### config.mk
export PLATFORM = sky130hd
export DESIGN_NAME = platform_spawner
export DESIGN_NICKNAME = d
export VERILOG_FILES = /design/src/rtl/platform_pkg.sv /design/src/rtl/platform_candidate_check.sv /design/src/rtl/platform_spawner.sv
export SDC_FILE = /design/constraint.sdc
export NUM_CORES = 1
export LEC_CHECK = 0
export CAP_MARGIN = 20
export CORE_MARGIN = 5
export CORE_UTILIZATION = 66
export CTS_CLUSTER_DIAMETER = 60
export CTS_CLUSTER_SIZE = 28
export DETAILED_ROUTE_END_ITERATION = 8
export DONT_BUFFER_PORTS = 1
export GPL_ROUTABILITY_DRIVEN = 0
export PLACE_DENSITY_LB_ADDON = 0.05
export SYNTH_ARGS = -nofsm -noshare
export SYNTH_HDL_FRONTEND = slang
export SYNTH_HIERARCHICAL = 1
export SYNTH_SLANG_ARGS = --single-unit
### constraint.sdc
create_clock -name clk -period 6 [get_ports clk]
set_clock_uncertainty 0.1 [all_clocks]
set_input_delay 1.2 -clock clk [delete_from_list [all_inputs] [get_ports clk]]
set_output_delay 1.2 -clock clk [all_outputs]
set_load 0.01 [all_outputs]
### src/rtl/platform_pkg.sv
// rtl/platform_pkg.sv - shared types, constants and kind mapping for the platform spawner
// Contents:
//   plat_kind_t     platform kind encoding
//   spawn_state_t   spawner FSM states
//   SCREEN_W_PX     default playfield width in pixels
//   PLAT_W_PX       default platform sprite width in pixels
//   kind_from_rnd   3 random bits -> kind (0-5 normal, 6 moving, 7 breaking)
package platform_pkg;

  typedef enum logic [1:0] {
    PLAT_NORMAL   = 2'd0,
    PLAT_MOVING   = 2'd1,
    PLAT_BREAKING = 2'd2
  } plat_kind_t;

  typedef enum logic [1:0] {
    S_IDLE   = 2'd0,
    S_SAMPLE = 2'd1,
    S_CHECK  = 2'd2,
    S_HOLD   = 2'd3
  } spawn_state_t;

  localparam int SCREEN_W_PX = 640;
  localparam int PLAT_W_PX   = 60;

  function automatic plat_kind_t kind_from_rnd(input logic [2:0] bits);
    case (bits)
      3'd6:    return PLAT_MOVING;
      3'd7:    return PLAT_BREAKING;
      default: return PLAT_NORMAL;
    endcase
  endfunction

endpackage

### src/rtl/platform_candidate_check.sv
// rtl/platform_candidate_check.sv - combinational range/reachability check and kind demotion
// Ports:
//   cand_x      in   candidate left x
//   cand_kind   in   candidate kind
//   prev_x      in   left x of the previously accepted platform
//   prev_kind   in   kind of the previously accepted platform
//   accept      out  candidate fits on screen and is within reach of prev_x
//   final_kind  out  candidate kind after breaking-after-breaking demotion
module platform_candidate_check
  import platform_pkg::*;
#(
  parameter int SCREEN_W = platform_pkg::SCREEN_W_PX,
  parameter int PLAT_W   = platform_pkg::PLAT_W_PX,
  parameter int MAX_DX   = 200
) (
  input  logic [9:0]  cand_x,
  input  plat_kind_t  cand_kind,
  input  logic [9:0]  prev_x,
  input  plat_kind_t  prev_kind,
  output logic        accept,
  output plat_kind_t  final_kind
);

  localparam logic [9:0]  X_MAX  = 10'(SCREEN_W - PLAT_W);
  localparam logic [10:0] DX_MAX = 11'(MAX_DX);

  // Zero-extended to 11 bits so the signed difference cannot wrap.
  logic signed [10:0] diff;
  logic        [10:0] adiff;

  always_comb begin
    diff  = $signed({1'b0, cand_x}) - $signed({1'b0, prev_x});
    adiff = diff[10] ? 11'(-diff) : 11'(diff);
    accept = (cand_x <= X_MAX) && (adiff <= DX_MAX);
    // Two breaking platforms in a row would strand the player: demote, don't reject.
    if (cand_kind == PLAT_BREAKING && prev_kind == PLAT_BREAKING)
      final_kind = PLAT_NORMAL;
    else
      final_kind = cand_kind;
  end

endmodule

### src/rtl/platform_spawner.sv
// rtl/platform_spawner.sv - turns random words into reachable platform descriptors
// Ports:
//   clk, rst             clock, synchronous active-low reset
//   rnd                  free-running 15-bit random word
//   req, req_y           platform request and its y row
//   req_ready            idle; a request is taken on this edge if req=1
//   plat_valid/ready     descriptor handshake towards the platform table
//   plat_x, plat_y       descriptor position
//   plat_kind            descriptor kind (plat_kind_t)
//   plat_fallback        descriptor came from the fallback path
module platform_spawner
  import platform_pkg::*;
#(
  parameter int SCREEN_W  = platform_pkg::SCREEN_W_PX,
  parameter int PLAT_W    = platform_pkg::PLAT_W_PX,
  parameter int MAX_DX    = 200,
  parameter int MAX_TRIES = 8,
  parameter int Y_W       = 10
) (
  input  logic           clk,
  input  logic           rst,
  input  logic [14:0]    rnd,
  input  logic           req,
  input  logic [Y_W-1:0] req_y,
  output logic           req_ready,
  output logic           plat_valid,
  input  logic           plat_ready,
  output logic [9:0]     plat_x,
  output logic [Y_W-1:0] plat_y,
  output logic [1:0]     plat_kind,
  output logic           plat_fallback
);

  localparam int          TRY_W  = $clog2(MAX_TRIES + 1);
  localparam logic [9:0]  X_HOME = 10'((SCREEN_W - PLAT_W) / 2);

  spawn_state_t      state;
  logic [TRY_W-1:0]  tries;
  logic [9:0]        cand_x;
  plat_kind_t        cand_kind;
  logic [9:0]        prev_x;
  plat_kind_t        prev_kind;
  logic              accept;
  plat_kind_t        final_kind;

  // rnd[11:10] carry no meaning for placement.
  logic unused_rnd;
  assign unused_rnd = ^rnd[11:10];

  platform_candidate_check #(
    .SCREEN_W (SCREEN_W),
    .PLAT_W   (PLAT_W),
    .MAX_DX   (MAX_DX)
  ) u_check (
    .cand_x     (cand_x),
    .cand_kind  (cand_kind),
    .prev_x     (prev_x),
    .prev_kind  (prev_kind),
    .accept     (accept),
    .final_kind (final_kind)
  );

  always_ff @(posedge clk) begin
    if (!rst) begin
      state         <= S_IDLE;
      req_ready     <= 1'b1;
      plat_valid    <= 1'b0;
      plat_x        <= '0;
      plat_y        <= '0;
      plat_kind     <= PLAT_NORMAL;
      plat_fallback <= 1'b0;
      tries         <= '0;
      cand_x        <= '0;
      cand_kind     <= PLAT_NORMAL;
      prev_x        <= X_HOME;
      prev_kind     <= PLAT_NORMAL;
    end else begin
      case (state)
        S_IDLE: begin
          if (req) begin
            plat_y    <= req_y;
            tries     <= '0;
            req_ready <= 1'b0;
            state     <= S_SAMPLE;
          end
        end
        S_SAMPLE: begin
          cand_x    <= rnd[9:0];
          cand_kind <= kind_from_rnd(rnd[14:12]);
          tries     <= tries + 1'b1;
          state     <= S_CHECK;
        end
        S_CHECK: begin
          if (accept) begin
            plat_x        <= cand_x;
            plat_kind     <= final_kind;
            plat_fallback <= 1'b0;
            plat_valid    <= 1'b1;
            state         <= S_HOLD;
          end else if (tries == TRY_W'(MAX_TRIES)) begin
            // Out of attempts: stack directly on the previous platform, always reachable.
            plat_x        <= prev_x;
            plat_kind     <= PLAT_NORMAL;
            plat_fallback <= 1'b1;
            plat_valid    <= 1'b1;
            state         <= S_HOLD;
          end else begin
            state <= S_SAMPLE;
          end
        end
        S_HOLD: begin
          if (plat_ready) begin
            prev_x     <= plat_x;
            prev_kind  <= plat_kind_t'(plat_kind);
            plat_valid <= 1'b0;
            req_ready  <= 1'b1;
            state      <= S_IDLE;
          end
        end
        default: state <= S_IDLE;
      endcase
    end
  end

endmodule

# After elaboration in Yosys (flattened, before gate mapping)

Index checks and enable logic that the tools add are counted.

Flip-flop bits (word level): 55
Word-level logic and storage cells: 64

Equality and inequality tests: 11
Magnitude comparators: 2
Add/subtract/negate cells: 3
Reduce and logical (&&, ||, !) cells: 14
Mux-type cells: 22

Operators by type and width:

| kind                                                             | count |
|---|---|
| 2-to-1 mux 10 bit                                                | 2 |
| 2-to-1 mux 2 bit                                                 | 7 |
| less-or-equal comparator 11 x 8 -> 1 bit (second input constant) | 1 |
| 2-to-1 mux 11 bit                                                | 1 |
| negator 11 bit                                                   | 1 |
| subtractor 10 x 10 -> 11 bit                                     | 1 |
| less-or-equal comparator 10 bit (second input constant)          | 1 |
| AND reduction 2 bit                                              | 5 |
| equality test 2 bit (second input constant)                      | 4 |
| case mux 2 bit (4 select lines)                                  | 1 |
| case mux 4 bit (2 select lines)                                  | 1 |
| nonzero test 2 bit                                               | 4 |
| equality test 3 bit (second input constant)                      | 2 |
| 2-to-1 mux 1 bit                                                 | 6 |
| AND reduction 3 bit                                              | 2 |
| adder 4 x 1 -> 4 bit (second input constant)                     | 1 |
| equality test 4 bit (second input constant)                      | 1 |
| 2-to-1 mux 4 bit                                                 | 1 |
| inequality test 2 bit (second input constant)                    | 2 |
| case mux 1 bit (2 select lines)                                  | 2 |
| case mux 2 bit (2 select lines)                                  | 1 |
| inequality test 3 bit (second input constant)                    | 1 |
| equality test 2 x 1 -> 1 bit (second input constant)             | 1 |
| logical AND 1 bit                                                | 2 |
| zero test 2 bit                                                  | 1 |

# Depth between registers and ports, before layout

Depth after elaboration: 7
Depth in mapped cells: 18

# By module

The synthesis kept the hierarchy.

Modules (own cells, without submodules):

| module                   | instances | cells an instance | area each (µm²) | seq. area each (µm²) |
|---|---|---|---|---|
| platform_spawner         | 1         | 261               | 2284.7          | 1101.1 |
| platform_candidate_check | 1         | 107               | 733.2           | 0.0 |

# Worst setup path before layout

Ideal clock, no wire load.

Path type: flip-flop to flip-flop
Start point: register cand_x[0]
End point: register plat_x[3]
Setup time: 0.116 ns
Stages on the path, launching flop included: 19
Clock period less this slack: 3.731 ns
Data required time: 5.784 ns
Arrival: 3.515 ns
Path slack: 2.269 ns
Buffers on the path: 3
Path through: dfxtp_1 -> inv_1 -> ha_1 -> inv_1 -> fa_1 -> a211oi_2 -> nor2_1 -> xor2_1 -> or3_1 -> buf_2 -> nor4b_4 -> nand3_1 -> o221a_1 -> a211oi_2 -> buf_2 -> buf_4 -> mux2i_1 -> o211ai_1 -> o211a_1

Cells in the longest elaborated chain, start to end: 7
Elaborated cells on any way between the ends: 9
Classes of those cells: add/sub (2); order compare (2); mux (2); reduce/logical (3)

RTL lines:

| what                                     | line                           | text |
|---|---|---|
| start: declaration                       | platform_spawner.sv:39         | `logic [9:0] cand_x;` |
| start signal: assignment                 | platform_spawner.sv:88         | `cand_x <= rnd[9:0];` |
| subtractor 10 x 10 -> 11 bit             | platform_candidate_check.sv:32 | `diff = $signed({1'b0, cand_x}) - $signed({1'b0, prev_x});` |
| negator 11 bit                           | platform_candidate_check.sv:33 | `adiff = diff[10] ? 11'(-diff) : 11'(diff);` |
| 2-to-1 mux 11 bit                        | platform_candidate_check.sv:33 |  |
| less-or-equal comparator 11 x 8 -> 1 bit | platform_candidate_check.sv:34 | `accept = (cand_x <= X_MAX) && (adiff <= DX_MAX);` |
| logical AND 1 bit *                      | platform_candidate_check.sv:34 |  |
| via accept                               | platform_spawner.sv:43         | `logic accept;` |
| nonzero test 2 bit (no line)             | n/a                            |  |
| AND reduction 2 bit (no line)            | n/a                            |  |
| end signal: assignment                   | platform_spawner.sv:95         | `plat_x <= cand_x;` |
| end signal: assignment                   | platform_spawner.sv:102        | `plat_x <= prev_x;` |
| end: declaration                         | platform_spawner.sv:28         | `output logic [9:0] plat_x,` |

Mark *: on every way through the listed nets, which the timed path passes. The rest lies on a longest branch.
A chain may end at the register's enable or synchronous reset.

# Worst setup path in the final report

Start point: register cand_x[0]
End point: register plat_x[9]

Same word-level chain as after synthesis.

==> key figures <==
Power
  • Pwr per Cell Area: 252 nW/µm²
  • Leakage: 1.24 nW
  • Max VDD drop: 0.000164 V
  • Pwr Total: 0.781 mW
  • Clock power frac: 31.7%
  • Sw Pwr: 0.219 mW
  • Sw Ratio: 28.1%
  • Combinational power share: 17.5%
  • Seq pwr share: 50.8%
  • Int Pwr: 0.562 mW

Worst setup path
  • Kind of critical path: reg -> reg
  • Worst R2R Start: cand_x[0]
  • Critical path fanouts, max: 18
  • Worst EP arrival: 4.42 ns
  • Startpoint types: flip-flop
  • Reg2reg setup slack: 1.74 ns
  • Critical path required time: 6.16 ns
  • Crit. Startpoint: cand_x[0]
  • Crit path capture type: flip-flop

STA
  • Slew headroom: 59.1%
  • Fmax: 0.235 GHz
  • PnR worst setup slack: 1.74 ns
  • Fin crit period: 4.26 ns
  • Least-Margin Pin Slew: 0.612 ns
  • Count of final hold-check violations: 0
  • Sum Neg Setup Slack: 0 ns
  • Slew Limit Fails: 0
  • Setup violators final: 0
  • Tcrit/Tclk final: 71.0%
  • RSZ-0062 raised after global routing: no

Clocking
  • Clock sinks: 55
  • Total number of H-tree levels: 2
  • Clock Latency Late Sink: 0.31 ns
  • Clk buf depth: 2
  • Clk root buf: clkbuf_8
  • CTS Buf Count: 5
  • Post-CTS Setup Bufs: 0
  • Cts hold-fix bufs: 0
  • CTS tree: yes
  • Register clock-pin slew on the reported worst setup and hold paths: 0.10 ns
  • Post-cts resize count: 0

Detailed routing
  • Vias per cell: 6.05
  • WL final: 6480 µm
  • Wire length per cell: 15.9 µm
  • DRT Pass-1 Iters: 4
  • 1st-iter DRT viols: 117
  • Antenna-violating nets left: 0
  • Remaining DRCs: 0
  • Vias: 2475

Cells and area
  • Layout cells sized above 1: 5.60%
  • Layout Cells excl Fill: 409
  • Final net count: 398
  • Ant diodes: 0
  • Layout Area Growth over Synthesis: 2.49%

Outcome
  • Status: complete, no violations

Logic synthesis
  • Syn_nets: 410
  • Total number of yosys warnings: 6
  • Yosys reg bits: 55
  • Mapped Cells: 368
  • Post-Syn Area: 3020 µm²
  • Avg Cell Area, Syn: 8.20 µm²
  • Asr flop ratio synth: 0%
  • Dominant synthesized flop cell: dfxtp_1
  • Seq/Total Area, Yosys: 36.5%
  • Netlist cell types: 53
  • Post-synth EDFFs: 0

Placement
  • Dpl ws: 1.41 ns
  • IO Port Bufs: 0
  • DP Cell Count: 400
  • Final HPWL DP: 4810 µm

Floorplan
  • FP Rows: 24
  • Initial core utilization: 68.8%
  • Boundary Pins: 54
  • Die Y: 77.6 µm
  • Die area: 6020 µm²
  • Die X-Extent: 77.6 µm
  • Core area: 4380 µm²

Flow run
  • Max_cap viols: 0

Worst hold path
  • HP Start: cand_kind[1]
  • HP Class: reg -> reg

Global routing
  • Initial antenna violation count: 0
  • Total GRT Usage: 22.1%
  • Largest net degree at the start of global routing: 42
  • First-pass GRT wire length: 11000 µm
  • Overflow after GRT: 0
  • Vias in the first global route: 2317
## routing by layer
metal  GRT usage, %  up-vias  part of all wire (%)
met4           6.19        0                   1.2
met5              0        -                     0
li1               -     1261                     -
met3           6.37        8                   5.3
met1           27.1     1161                    43
met2           37.8       45                    50
## metrics by stage
stage	hold WS, ns	util (%)	cell area [µm²]
2_1_floorplan	0.328	-	3020
3_3_place_gp	0.339	67.7	2970
3_5_place_dp	0.358	67.7	2970
4_1_cts	0.370	70.2	3080
5_1_grt	0.395	70.5	3090
6_report	0.370	70.5	3090
## state kept, by name, indices dropped and copies added, names as in the netlist
signal         count
plat_fallback      1
plat_x            10
plat_y            10
state              2
cand_kind          2
tries              4
plat_valid         1
prev_kind          2
prev_x            10
req_ready          1
cand_x            10
plat_kind          2
## final cells by class
| cell class | count | area (µm²) |
|---|---|---|
| tap | 52 | 65.1 |
| fill | 376 | 1290 |
| clock buffer | 6 | 72.6 |
| multi-input combinational | 272 | 1710 |
| clock inverter | 2 | 38.8 |
| timing repair buffer | 5 | 45.0 |
| sequential | 55 | 1100 |
| inverter | 17 | 63.8 |
## path summary, 6_finish.rpt
check	to	cells past startpoint
max reg2reg	plat_x[9]	15
max	plat_x[9]	15
min reg2reg	cand_kind[1]	2
min	cand_kind[1]	2
## cells by family after synthesis
| family | synth area share (%) |
|---|---|
| xor+xnor | 2.32 |
| buf+inv | 7.21 |
| flops | 36.5 |
| mux | 3.98 |
| simple gates | 21.8 |
| compound gates | 22.6 |
| fa+ha+maj | 5.64 |
## power groups by stage
stage | Combinational (mW) | Clock (mW) | Sequential, mW
after global routing | 0.153 | 0.271 | 0.399
after global placement | 0.129 | 0 | 0.405
after floorplan | 0.119 | 0 | 0.399
final | 0.136 | 0.248 | 0.397
after detailed placement | 0.132 | 0 | 0.406
after CTS | 0.133 | 0.255 | 0.397
## layout by cell type (no fill, tap or decap), drive strengths merged, types with 2 or more instances in the layout
cell,synthesis,final
a211oi,6,6
a21boi,2,2
a21o,4,4
a21oi,45,45
a31oi,3,3
and2,2,2
buf,16,5
clkbuf,8,6
dfxtp,55,55
ha,12,12
inv,17,18
mux2i,12,12
nand2,79,79
nand2b,3,3
nand3,14,14
nand3b,3,3
nand4,2,2
nand4b,2,2
nor2,12,12
nor2b,3,3
nor3,3,3
nor3b,2,2
nor4,2,2
o211a,10,10
o211ai,11,11
o21a,5,5
o21ai,9,9
o21bai,2,2
or3,3,3
xnor2,3,3
xor2,5,5
## worst max-delay path, cell delays in order (launching register included)
cell      delay [ns]
dfxtp_1         0.38
inv_1           0.08
ha_1            0.18
inv_1           0.06
fa_1            0.41
a211oi_2        0.27
nor2_1          0.10
xor2_1          0.18
or3_1           0.51
o2bb2a_1        0.32
o21ai_0         0.22
o21ai_0         0.18
a211oi_4        0.40
buf_8           0.23
o21a_1          0.41
o211a_1         0.19
## cell usage after synthesis, types with 3 or more instances
library cell  number  area share, %
a211oi_1           4            1.0
a21o_1             4            1.0
a21oi_1           45            7.5
a31oi_1            3           0.62
buf_2              8            1.3
buf_4              3           0.75
buf_6              4            1.5
clkbuf_1           7           0.87
dfxtp_1           55             36
ha_1              12            5.0
inv_1             17            2.1
mux2i_1           12            4.0
nand2_1           78            9.7
nand3_1           13            2.2
nand3b_1           3           0.75
nor2_1            12            1.5
nor2b_1            3           0.62
nor3_1             3           0.50
o211a_1           10            3.3
o211ai_1          11            2.7
o21a_1             5            1.2
o21ai_0            9            1.5
or3_1              3           0.62
xnor2_1            3           0.87
xor2_1             5            1.5
No activity file was read; power rests on OpenSTA's default activity.
